==> config.mk <==
export PLATFORM = sky130hd
export DESIGN_NAME = fp_div
export DESIGN_NICKNAME = d
export VERILOG_FILES = /design/src/rtl/fp_div.sv
export SDC_FILE = /design/constraint.sdc
export NUM_CORES = 1
export LEC_CHECK = 0
export BUFFER_PORTS_ARGS = -buffer_cell sky130_fd_sc_hd__buf_2
export CAP_MARGIN = 20
export CELL_PAD_IN_SITES_DETAIL_PLACEMENT = 1
export CELL_PAD_IN_SITES_GLOBAL_PLACEMENT = 1
export CORE_ASPECT_RATIO = 0.75
export CORE_UTILIZATION = 41
export CTS_BUF_LIST = sky130_fd_sc_hd__clkbuf_4
export CTS_CLUSTER_SIZE = 40
export DETAILED_ROUTE_END_ITERATION = 10
export PLACE_DENSITY_LB_ADDON = 0.3
export SYNTH_ARGS = -nofsm -noshare
export SYNTH_HDL_FRONTEND = slang
export SYNTH_SLANG_ARGS = --single-unit
==> constraint.sdc <==
create_clock -name clk -period 6.3 [get_ports clk]
set_input_delay 0.315 -clock clk [delete_from_list [all_inputs] [get_ports clk]]
set_output_delay 0.315 -clock clk [all_outputs]
set_load 0.02 [all_outputs]
==> src/rtl/fp_div.sv <==
// IEEE-754 style divider: restoring divide at one quotient bit per cycle, then normalize and round to nearest even.
// Latency MANTISSA+5 cycles for normal operands, 1 for specials; the result holds while out_ready is low.
module fp_div #(
  parameter int BIT_SIZE = 32,
  parameter int EXPONENT = 8,
  parameter int MANTISSA = 23
) (
  input  logic                clk,
  input  logic                rst_n,
  input  logic                in_valid,
  output logic                in_ready,
  input  logic [BIT_SIZE-1:0] a_operand,
  input  logic [BIT_SIZE-1:0] b_operand,
  output logic                out_valid,
  input  logic                out_ready,
  output logic [BIT_SIZE-1:0] result,
  output logic                Exception,
  output logic                Overflow,
  output logic                Underflow,
  output logic                DivByZero
);

  localparam int MW = MANTISSA + 1;
  localparam int QW = MANTISSA + 3;
  localparam int RW = MANTISSA + 2;
  localparam int EW = EXPONENT + 2;
  localparam int CW = $clog2(QW);
  localparam logic signed [EW-1:0] BIAS  = EW'((1 << (EXPONENT - 1)) - 1);
  localparam logic signed [EW-1:0] EMAX  = EW'((1 << EXPONENT) - 1);
  localparam logic signed [EW-1:0] EZERO = '0;

  localparam logic [1:0] IDLE   = 2'd0;
  localparam logic [1:0] DIVIDE = 2'd1;
  localparam logic [1:0] NORM   = 2'd2;
  localparam logic [1:0] DONE   = 2'd3;

  logic [1:0]             state;
  logic [MW-1:0]          divisor;
  logic [RW-1:0]          rem;
  logic [QW-1:0]          quot;
  logic [CW-1:0]          cnt;
  logic signed [EW-1:0]   exp_q;
  logic                   sign_q;

  logic [EXPONENT-1:0]    ea, eb;
  logic [MANTISSA-1:0]    fa, fb;
  logic                   sign_in, any_exc, a_zero, b_zero;

  assign ea      = a_operand[BIT_SIZE-2 -: EXPONENT];
  assign eb      = b_operand[BIT_SIZE-2 -: EXPONENT];
  assign fa      = a_operand[MANTISSA-1:0];
  assign fb      = b_operand[MANTISSA-1:0];
  assign sign_in = a_operand[BIT_SIZE-1] ^ b_operand[BIT_SIZE-1];
  assign any_exc = (&ea) | (&eb);
  // Denormals have exponent 0 and are treated as zero.
  assign a_zero  = ~|ea;
  assign b_zero  = ~|eb;

  assign in_ready  = (state == IDLE);
  assign out_valid = (state == DONE);

  logic [RW:0]   rem_sub;
  logic          ge;
  logic [RW-1:0] rem_kept;

  assign rem_sub  = {1'b0, rem} - {2'b00, divisor};
  assign ge       = ~rem_sub[RW];
  assign rem_kept = ge ? rem_sub[RW-1:0] : rem;

  logic                 norm_shift, guard, sticky, round_up, carry;
  logic [QW-1:0]        norm;
  logic [MW:0]          rounded;
  logic [MANTISSA-1:0]  frac;
  logic signed [EW-1:0] exp_fin;
  logic                 ovf, unf;

  assign norm_shift = ~quot[QW-1];
  assign norm       = norm_shift ? {quot[QW-2:0], 1'b0} : quot;
  assign guard      = norm[1];
  assign sticky     = norm[0] | (|rem);
  assign round_up   = guard & (sticky | norm[2]);
  assign rounded    = {1'b0, norm[QW-1:2]} + {{MW{1'b0}}, round_up};
  assign carry      = rounded[MW];
  assign frac       = carry ? rounded[MW-1:1] : rounded[MW-2:0];
  assign exp_fin    = exp_q - EW'(norm_shift) + EW'(carry);
  assign ovf        = (exp_fin >= EMAX);
  assign unf        = (exp_fin <= EZERO);

  always_ff @(posedge clk or negedge rst_n) begin
    if (!rst_n) begin
      state     <= IDLE;
      divisor   <= '0;
      rem       <= '0;
      quot      <= '0;
      cnt       <= '0;
      exp_q     <= '0;
      sign_q    <= 1'b0;
      result    <= '0;
      Exception <= 1'b0;
      Overflow  <= 1'b0;
      Underflow <= 1'b0;
      DivByZero <= 1'b0;
    end else begin
      case (state)
        IDLE: begin
          if (in_valid) begin
            Exception <= 1'b0;
            Overflow  <= 1'b0;
            Underflow <= 1'b0;
            DivByZero <= 1'b0;
            sign_q    <= sign_in;
            if (any_exc) begin
              result    <= '0;
              Exception <= 1'b1;
              state     <= DONE;
            end else if (b_zero) begin
              result    <= {sign_in, {EXPONENT{1'b1}}, {MANTISSA{1'b0}}};
              DivByZero <= 1'b1;
              state     <= DONE;
            end else if (a_zero) begin
              result <= {sign_in, {(BIT_SIZE-1){1'b0}}};
              state  <= DONE;
            end else begin
              divisor <= {1'b1, fb};
              rem     <= {2'b01, fa};
              quot    <= '0;
              cnt     <= CW'(QW - 1);
              exp_q   <= EW'(ea) - EW'(eb) + BIAS;
              state   <= DIVIDE;
            end
          end
        end
        DIVIDE: begin
          quot <= {quot[QW-2:0], ge};
          rem  <= {rem_kept[RW-2:0], 1'b0};
          cnt  <= cnt - 1'b1;
          if (cnt == '0) state <= NORM;
        end
        NORM: begin
          if (ovf) begin
            result   <= {sign_q, {EXPONENT{1'b1}}, {MANTISSA{1'b0}}};
            Overflow <= 1'b1;
          end else if (unf) begin
            result    <= {sign_q, {(BIT_SIZE-1){1'b0}}};
            Underflow <= 1'b1;
          end else begin
            result <= {sign_q, exp_fin[EXPONENT-1:0], frac};
          end
          state <= DONE;
        end
        default: begin
          if (out_ready) state <= IDLE;
        end
      endcase
    end
  end

endmodule

==> flow_metrics.env, run 1 <==
export IMPL_drive_gt1_share_pct=17.80
export IMPL_ant_nets=0
export IMPL_numCtsBuffers=17
export IMPL_grt_max_degree=80
export IMPL_setup_violations=0
export IMPL_yosysMostFrequentCell="dfrtp_1"
export IMPL_tns_ps=0
export IMPL_r2r_setup_slack_ps=520
export IMPL_power_mw=4.994
export IMPL_slew_violations=0
export IMPL_h_tree_depth=4
export IMPL_dominantRegCellSynth="dfrtp_1"
export IMPL_min_period_over_period_pct=91.78
export IMPL_synth_area_leader_cell="dfrtp_1"
export IMPL_syn_to_final_growth_pct=14.46
export IMPL_nNetsFinal=1238
export IMPL_grt_overflow_total=0
export IMPL_crit_chain="nand2b_1 -> a21boi_0 -> ha_1 -> nand2_1 -> nor2_1 -> and4_1 -> nand3_1 -> nor2_1 -> inv_1 -> ha_1 -> inv_1 -> ha_1 -> inv_1 -> fa_1 -> nor2b_4 -> o31a_1 -> a21oi_1 -> or3_1 -> a2111oi_4 -> nor2_1 -> and3_1 -> a32o_1"
export IMPL_vdd_drop_max_v=0.0002646
export IMPL_hold_depth=4
export IMPL_syn_cell_area_um2=8984
export IMPL_rsz0062_at_grt="false"
export IMPL_path_buf_inv=3
export IMPL_synthTopCellsByArea="dfrtp_1 (36%), ha_1 (7.1%), mux2_2 (5.1%), nand2_1 (5.0%), o21ai_0 (4.7%)"
export IMPL_timing_slew_headroom_pct=36.94
export IMPL_skew_ps=28.06
export IMPL_min_from="a_operand[20]"
export IMPL_hpwl_um=17890
export IMPL_row_count=46
export IMPL_p_leak_nw=4.592
export IMPL_drv_cap=0
export IMPL_clock_path_buffers=2
export IMPL_cts_sinks=129
export IMPL_via_per_inst=5.539
export IMPL_start_util_pct=42.19
export IMPL_synth_commonest_cells="dfrtp_1 (129), nand2_1 (120), o21ai_0 (85)"
export IMPL_syn_nets=1133
export IMPL_ff2ff_path_depth=22
export IMPL_period_minus_slack_ps=5782
export IMPL_syn_inst=1011
export IMPL_r2r_start="quot[25]"
export IMPL_coreArea_um2=21300
export IMPL_cts_setup_buffers=0
export IMPL_hold_violations=0
export IMPL_yosys_warnings=0
export IMPL_power_density_nw_per_um2=485.7
export IMPL_min_to="rem[20]"
export IMPL_startpoint_type="register"
export IMPL_worstMarginPinSlew_ps=942.4
export IMPL_synth_edf_count=0
export IMPL_cts_resized=0
export IMPL_die_h_um=130.2
export IMPL_ys_ff_latch=129
export IMPL_port_buffers=105
export IMPL_wl_per_cell_um=17.31
export IMPL_vias=7854
export IMPL_synth_top_cell_area_share_pct=35.93
export IMPL_crit_family="simple AND/OR/NAND/NOR gates"
export IMPL_reg2reg_to="result[21]"
export IMPL_clkLatencyLatePin_ps=590
export IMPL_wirelength_um=24540
export IMPL_clkTransAtPathRegs_ps=140
export IMPL_io_pins=106
export IMPL_async_flop_share_pct=100.0
export IMPL_worstSetupStartpoint="quot[25]"
export IMPL_synth_avg_cell_area_um2=8.886
export IMPL_first_iter_violations=454
export IMPL_crit_arrival_ps=6270
export IMPL_outcome="finished clean"
export IMPL_worstPathRequired_ps=6780
export IMPL_fill_cells=2575
export IMPL_grt_pass1_wl_um=41100
export IMPL_die_area_um2=22510
export IMPL_dr_pass1_iters=5
export IMPL_crit_path_end_kind="register"
export IMPL_drc=0
export IMPL_antenna_found_initial=1
export IMPL_grt_pass1_vias=8073
export IMPL_hold_class="in2reg"
export IMPL_die_w_um=172.9
export IMPL_critPathSlowestCell="dfrtp_1"
export IMPL_yosysSeqAreaShare_pct=35.93
export IMPL_finalWeightedCongestion=0.8631
export IMPL_criticalPathCategory="reg2reg"
export IMPL_clockRootBuffer="clkbuf_4"
export IMPL_track_usage_pct=22.80
export IMPL_ys_types=65
export IMPL_max_stage_delay_ps=490
export IMPL_cts_tree="yes"
export IMPL_max_freq_mhz=172.9
export IMPL_path_max_fanout=23
==> state kept, by name (all words and copies together), names as in the netlist <==
signal and count:
sign_q 1, result 32, DivByZero 1, rem 25, Exception 1, cnt 5
divisor 24, exp_q 10, Overflow 1, state 2, Underflow 1, quot 26
==> worst register-to-register path, stage by stage, from the launching register on <==
cell and delay (ps):
dfrtp_1 490, nand2b_1 220, a21boi_0 180, ha_1 220, nand2_1 70, nor2_1 330, and4_1 390, nand3_1 120
nor2_1 180, inv_1 300, ha_1 380, inv_1 60, ha_1 180, inv_1 70, fa_1 430, nor2b_4 140
o31a_1 150, a21oi_1 80, or3_1 400, a2111oi_4 380, nor2_1 80, and3_1 470, a32o_1 380
==> stage by stage <==
step                      worst slack [ps]  area (um^2)  utilization [%]  std cells  hold WS, ps
final                                517.8        10280            48.28       1418        72.81
after global placement               733.4         9696            45.53       1355        410.1
after CTS                            502.7        10250            48.14       1416        35.13
after detailed placement             552.0         9696            45.53       1355        409.3
after floorplan                      457.5         8984                -       1011        19.41
after global routing                 33.46        10280            48.28       1418        45.64
==> cell families after synthesis <==
family	count (synthesis)	synth area share (%)
AND/OR/NAND/NOR	295	15.49
flip-flops	129	35.93
AO/OA/AOI/OAI	277	20.32
buffers and inverters	118	5.404
XOR/XNOR	62	6.045
adder cells (fa/ha/maj)	54	7.772
multiplexers	76	9.039
==> layout by cell type, fill, tap and decap left out, drive strengths merged, types with 18 or more instances in the layout <==
master       synthesis  routed
a21oi               57      57
a32o                18      18
buf                 24     114
dfrtp              129     129
dlygate4sd3          0      29
ha                  51      51
inv                 61      72
mux2                41      41
mux2i               35      35
nand2              120     120
nand3               23      23
nor2                54      54
o21ai               87      87
xnor2               33      33
xor2                29      29
==> repair_timing <==
item,in CTS,in global routing
endpoints found under the setup margin,0,0
endpoints found under the hold margin,106,0
hold buffers,29,0
==> routing by layer <==
metal	up-vias	routed length, um	GRT usage, %
met1	3833	12780	32.93
met2	169	10470	35.25
met4	0	311	6.143
met5	-	0	0
met3	25	976	3.875
li1	3827	-	-
==> power by group <==
part / total (mW) / switching [mW] / leakage (nW) / internal, mW
registers: 1.30 / 0.223 / 1.63 / 1.07
clock network: 0.574 / 0.398 / 0.143 / 0.176
logic: 3.12 / 1.84 / 2.82 / 1.29
total: 4.99 / 2.46 / 4.59 / 2.54
==> worst max path at each step <==
stage / endpoint / slack, ps / depth (start not counted)
finish: result[21] / 520 / 22
global route: result[21] / 30 / 21
floorplan: result[11] / 460 / 30
CTS: result[21] / 500 / 22
global placement: result[1] / 730 / 22
detailed placement: result[1] / 550 / 22
==> area by class of cell <==
cell class              instances  area (um^2)  area share [%]
diodes                          1        2.502         0.02434
clock buffers                  17        127.6           1.241
clock inverters                15        138.9           1.351
inverters                      61        229.0           2.227
multi-input cells             764         5286           51.41
flip-flops and latches        129         3228           31.39
well taps                     288        360.3           3.504
repair buffers                143        909.6           8.846
Note: power is estimated with default switching activity, not from simulation.
==> inputs of run 2 (changes only) <==
CORE_UTILIZATION = 42   (was 41)
==> run 2 against run 1 <==
Non-clock buffer count unchanged; sequential share of layout area about the same; clock skew decreased by 2.2 ps; clock power increased by 8.4%; utilization increased by 1.6 points; flip-flop and latch count unchanged; global-route usage increased by 0.56 points; total power increased by 0.60%; hold slack got worse by 4.1 ps; worst setup slack improved by 260 ps; critical path depth unchanged; largest cell class unchanged; largest power group unchanged.
==> flow_metrics.env, run 2 (same netlist as run 1, synthesis figures left out) <==
export IMPL_place_inst=1350
export IMPL_track_usage_pct=23.37
export IMPL_criticalPathCategory="reg2reg"
export IMPL_min_to="rem[20]"
export IMPL_hold_violations=0
export IMPL_clock_path_buffers=2
export IMPL_worstPathRequired_ps=6800
export IMPL_syn_to_final_growth_pct=14.43
export IMPL_fin_hold_ws_ps=68.71
export IMPL_first_iter_violations=344
export IMPL_cts_resized=0
export IMPL_setup_violations=0
export IMPL_die_w_um=170.9
export IMPL_cts_tree="yes"
export IMPL_startpoint_type="register"
export IMPL_antenna_found_initial=1
export IMPL_numCtsBuffers=17
export IMPL_layoutNonFillerInstCount=1412
export IMPL_grt_pass1_wl_um=40360
export IMPL_min_period_over_period_pct=87.70
export IMPL_largestRegisters="result x32, quot x26, rem x25"
export IMPL_cts_setup_buffers=0
export IMPL_p_leak_nw=4.598
export IMPL_vias=7848
export IMPL_outcome="finished clean"
export IMPL_timing_slew_headroom_pct=25.91
export IMPL_vdd_drop_max_v=0.0002302
export IMPL_drc=0
export IMPL_coreArea_um2=20610
export IMPL_final_cell_mix="dfrtp_1 (129), nand2_1 (120), buf_2 (104)"
export IMPL_die_h_um=128.7
export IMPL_mostFrequentLayoutCell="dfrtp_1"
export IMPL_period_minus_slack_ps=5525
export IMPL_largest_register="result"
export IMPL_min_from="a_operand[20]"
export IMPL_wl_per_cell_um=17.60
export IMPL_reg2reg_to="result[1]"
export IMPL_via_per_inst=5.558
export IMPL_port_buffers=105
export IMPL_finalWeightedCongestion=0.8442
export IMPL_rsz0062_at_grt="false"
export IMPL_r2r_start="quot[25]"
export IMPL_clkLatencyLatePin_ps=600
export IMPL_nNetsFinal=1238
export IMPL_start_util_pct=43.59
export IMPL_worstMarginPinSlew_ps=1111
export IMPL_final_util_pct=49.88
export IMPL_largest_reg_flops=32
export IMPL_max_freq_mhz=181.0
export IMPL_hold_class="in2reg"
export IMPL_skew_ps=25.88
export IMPL_clkTransAtPathRegs_ps=150
export IMPL_hold_depth=4
export IMPL_hpwl_um=17850
export IMPL_h_tree_depth=4
export IMPL_grt_max_degree=88
export IMPL_placed_cell_area_um2=9696
export IMPL_power_density_nw_per_um2=488.7
export IMPL_fill_cells=2475
export IMPL_ant_nets=0
export IMPL_io_pins=106
export IMPL_cts_sinks=129
export IMPL_crit_path_end_kind="register"
export IMPL_wirelength_um=24850
export IMPL_die_area_um2=21980
export IMPL_slew_violations=0
export IMPL_grt_pass1_vias=7907
export IMPL_design_area_um2=10280
export IMPL_dr_pass1_iters=4
export IMPL_r2r_setup_slack_ps=770
export IMPL_tns_ps=0
export IMPL_ff2ff_path_depth=22
export IMPL_grt_overflow_total=0
export IMPL_row_count=45
export IMPL_drive_gt1_share_pct=17.80
export IMPL_hold_buffers=29
export IMPL_path_max_fanout=23
export IMPL_drv_cap=0
export IMPL_crit_arrival_ps=6030
export IMPL_clockRootBuffer="clkbuf_4"
-- run 2: cell types whose count changed in the layout (fill, tap and decap cells not counted) --
cell and change:
inv_6 -2, buf_4 +1, clkinvlp_4 -1, bufinv_16 +1, buf_16 -1, inv_8 +1, clkinv_4 +1
-- run 2: final cells by class --
cell class	count	area (um^2)	area share, %
Clock buffer	17	127.6	1.241
Timing Repair Buffer	143	889.6	8.654
Sequential cell	129	3228	31.40
Clock inverter	15	163.9	1.594
Tap cell	282	352.8	3.432
Multi-Input combinational cell	764	5286	51.42
Inverter	61	229.0	2.227
Antenna cell	1	2.502	0.02434
-- run 2: metrics by stage --
stage	worst slack, ps	total power [mW]
after global routing	353.0	5.449
after global placement	1033	4.272
final	774.8	5.024
after detailed placement	842.2	4.363
after floorplan	457.5	3.608
after CTS	805.5	5.033
-- run 2: worst max-delay path by stage --
stage	from	end	cells past startpoint
3_3_place_gp	quot[25]	result[1]	22
5_1_grt	quot[25]	result[21]	21
6_report	quot[25]	result[1]	22
3_5_place_dp	quot[25]	result[1]	22
2_1_floorplan	quot[25]	result[11]	30
4_1_cts	quot[25]	result[19]	22
-- run 2: power breakdown --
part	internal (mW)	leakage, nW	switching (mW)
registers	1.07	1.63	0.226
logic	1.26	2.81	1.84
clock network	0.216	0.158	0.406
-- run 2: worst max-delay path, stage by stage, from the launching register on --
cell and delay, ps:
dfrtp_1 490, nand2b_1 210, a21boi_0 190, ha_1 230
nand2_1 70, nor2_1 320, and4_1 410, nand3_1 110
nor2_1 190, inv_1 90, ha_1 270, inv_1 60
ha_1 180, inv_1 60, fa_1 440, nor2b_4 140
o31a_1 160, a21oi_1 80, or3_1 400, a2111oi_4 390
nor2_1 90, and3_1 470, a32o_1 390
-- run 2: routing by layer --
metal / global-route usage, % / routed length [um] / vias to the layer above
met3: 4.306 / 883 / 17
li1: - / - / 3816
met4: 5.252 / 205 / 0
met1: 33.11 / 12700 / 3887
met2: 37.02 / 11070 / 128
met5: 0 / 0 / -
==> inputs of run 3 (changes only) <==
ABC_AREA = 1   (was not set)
CORE_UTILIZATION = 40   (was 42)
==> run 3 against run 2 <==
Via count increased by 24%; count of clock-buffer cells in the layout unchanged; clock skew shrank 3.6 ps; final cell count grew 30%; maximum frequency increased by 1.3%; total power increased by 3.3%; highest routed layer unchanged; largest power group unchanged; synthesized cell count rose by 40%; critical endpoint is now result[7]; die area is 13% higher; clock power fell by 1%.
==> flow_metrics.env, run 3 <==
export IMPL_async_flop_share_pct=100.0
export IMPL_wirelength_um=29970
export IMPL_synth_commonest_cells="nand2_1 (377), inv_1 (206), dfrtp_1 (129)"
export IMPL_outcome="finished clean"
export IMPL_clkTransAtPathRegs_ps=130
export IMPL_worstMarginPinSlew_ps=943.0
export IMPL_grt_max_degree=77
export IMPL_hpwl_um=22890
export IMPL_io_pins=106
export IMPL_rsz0062_at_grt="false"
export IMPL_skew_ps=22.33
export IMPL_finalWeightedCongestion=0.9095
export IMPL_dr_pass1_iters=4
export IMPL_clockRootBuffer="clkbuf_4"
export IMPL_antenna_found_initial=1
export IMPL_clkLatencyLatePin_ps=600
export IMPL_setup_slack_ps=844.9
export IMPL_slew_violations=0
export IMPL_synth_edf_count=0
export IMPL_h_tree_depth=4
export IMPL_port_buffers=105
export IMPL_crit_path_end_kind="register"
export IMPL_cts_tree="yes"
export IMPL_ant_nets=0
export IMPL_syn_nets=1533
export IMPL_startpoint_type="register"
export IMPL_worstPathRequired_ps=6790
export IMPL_die_w_um=181.9
export IMPL_numCtsBuffers=17
export IMPL_via_per_inst=5.266
export IMPL_yosysSeqAreaShare_pct=33.26
export IMPL_nNetsFinal=1650
export IMPL_dominantRegCellSynth="dfrtp_1"
export IMPL_die_area_um2=24900
export IMPL_path_buf_inv=6
export IMPL_syn_inst=1411
export IMPL_coreArea_um2=23420
export IMPL_critPathSlowestCell="dfrtp_2"
export IMPL_ys_ff_latch=129
export IMPL_track_usage_pct=25.32
export IMPL_first_iter_violations=579
export IMPL_largest_reg_flops=32
export IMPL_syn_to_final_growth_pct=13.14
export IMPL_drv_cap=0
export IMPL_max_freq_mhz=183.3
export IMPL_yosysMostFrequentCell="nand2_1"
export IMPL_hold_class="in2reg"
export IMPL_synthTopCellsByArea="dfrtp_1 (33%), nand2_1 (15%), inv_1 (8.0%), ha_1 (6.6%), nand3_1 (5.8%)"
export IMPL_grt_pass1_wl_um=50110
export IMPL_syn_cell_area_um2=9707
export IMPL_max_stage_delay_ps=640
export IMPL_cts_sinks=129
export IMPL_drive_gt1_share_pct=12.72
export IMPL_timing_slew_headroom_pct=36.74
export IMPL_final_cell_mix="nand2_1 (377), inv_1 (206), dfrtp_1 (128)"
export IMPL_synth_top_cell_area_share_pct=33.26
export IMPL_tns_ps=0
export IMPL_hold_violations=0
export IMPL_wl_per_cell_um=16.27
export IMPL_ys_types=48
export IMPL_setup_violations=0
export IMPL_pre_cts_ws_ps=631.7
export IMPL_grt_pass1_vias=9810
export IMPL_synth_area_leader_cell="dfrtp_1"
export IMPL_crit_family="simple AND/OR/NAND/NOR gates"
export IMPL_largest_register="result"
export IMPL_die_h_um=136.9
export IMPL_mostFrequentLayoutCell="nand2_1"
export IMPL_start_util_pct=41.44
export IMPL_min_period_over_period_pct=86.59
export IMPL_row_count=48
export IMPL_vdd_drop_max_v=0.0002300
export IMPL_criticalPathCategory="reg2reg"
export IMPL_largestRegisters="result x32, quot x26, rem x25"
export IMPL_synth_avg_cell_area_um2=6.879
export IMPL_crit_top_cell="nand2_1"
export IMPL_crit_arrival_ps=5940
export IMPL_yosys_warnings=0
export IMPL_vias=9700
export IMPL_path_max_fanout=26
export IMPL_grt_overflow_total=0
export IMPL_clock_path_buffers=2
export IMPL_power_density_nw_per_um2=472.8
export IMPL_p_leak_nw=5.732
export IMPL_drc=0
export IMPL_period_minus_slack_ps=5455
-- run 3: cell types whose count changed in the layout (fill, tap and decap cells not counted), moves of 13 or more --
cell     change
mux2_2      -41
inv_1      +146
nand3_1     +90
mux2i_1     -35
xnor2_1     -18
a32o_1      -18
nand4_1     +19
nor2_1      +61
nand2_2     +13
o21ai_1     +13
nand2_1    +257
-- run 3: where the power goes --
group / internal [mW] / switching, mW / total [mW]
Clock: 0.239 / 0.375 / 0.614
Sequential: 1.07 / 0.148 / 1.22
Combinational: 1.07 / 2.29 / 3.36
-- run 3: layer usage --
layer  track usage (%)  routed length [um]  share of wire, %  vias up
met2             39.38               13000                43      155
met3             3.725                1041               3.5       29
met1             36.68               15550                52     4717
met5                 0                   0                 0        -
met4             6.676                 380               1.3        0
li1                  -                   -                 -     4799
-- run 3: area by class of cell --
cell class,instances,area (um^2)
Timing Repair Buffer,137,834.6
Clock buffer,17,127.6
Fill cell,3084,12440
Inverter,215,808.3
Antenna cell,1,2.502
Sequential cell,129,3229
Clock inverter,15,160.2
Tap cell,300,375.4
Multi-Input combinational cell,1028,5444
-- run 3: cell families (layout without fill, tap and decap cells) --
kind of cell,after synthesis,after routing,share of synthesized area (%)
AOI/OAI and AO/OA,228,228,13.16
xor gates and xnor gates,34,34,3.068
adders and majority gates,54,54,7.193
buffers and inverters,254,384,10.74
DFF,129,129,33.26
other,0,1,0
and+or+nand+nor,712,712,32.59
-- run 3: metrics by stage --
stage / util (%) / std cells / area (um^2) / power [mW] / hold slack [ps]
global placement: 44.57 / 1784 / 10440 / 4.431 / 390.6
floorplan: - / 1411 / 9707 / 3.658 / 19.41
detailed placement: 44.57 / 1784 / 10440 / 4.539 / 400.3
global route: 46.89 / 1842 / 10980 / 5.718 / 34.66
finish: 46.89 / 1842 / 10980 / 5.192 / 46.53
CTS: 46.87 / 1841 / 10980 / 5.193 / 8.788
-- run 3: tightest hold or removal path: stages --
cell and delay [ps]:
buf_2 80, nand3_1 60, o21ai_0 70, inv_1 40, nand2_1 50
-- run 3: worst paths after layout --
kind,from,endpoint,slack [ps],cells after the start
worst max-delay path,quot[25],result[7],840,32
worst min-delay path,a_operand[11],rem[11],50,5
worst max register to register,quot[25],result[7],840,32
worst min register to register,DivByZero,DivByZero,490,2
max in group asynchronous,rst_n,result[6],4760,3
min in group asynchronous,rst_n,divisor[14],310,2
-- run 3: timing repair --
| item | 4_1_cts | 5_1_grt |
|---|---|---|
| buffers inserted | 0 | 0 |
| hold buffers | 25 | 0 |
| endpoints found under the setup margin | 0 | 20 |
| gates resized for setup | 0 | 1 |
| hold endpoints to repair | 99 | 0 |
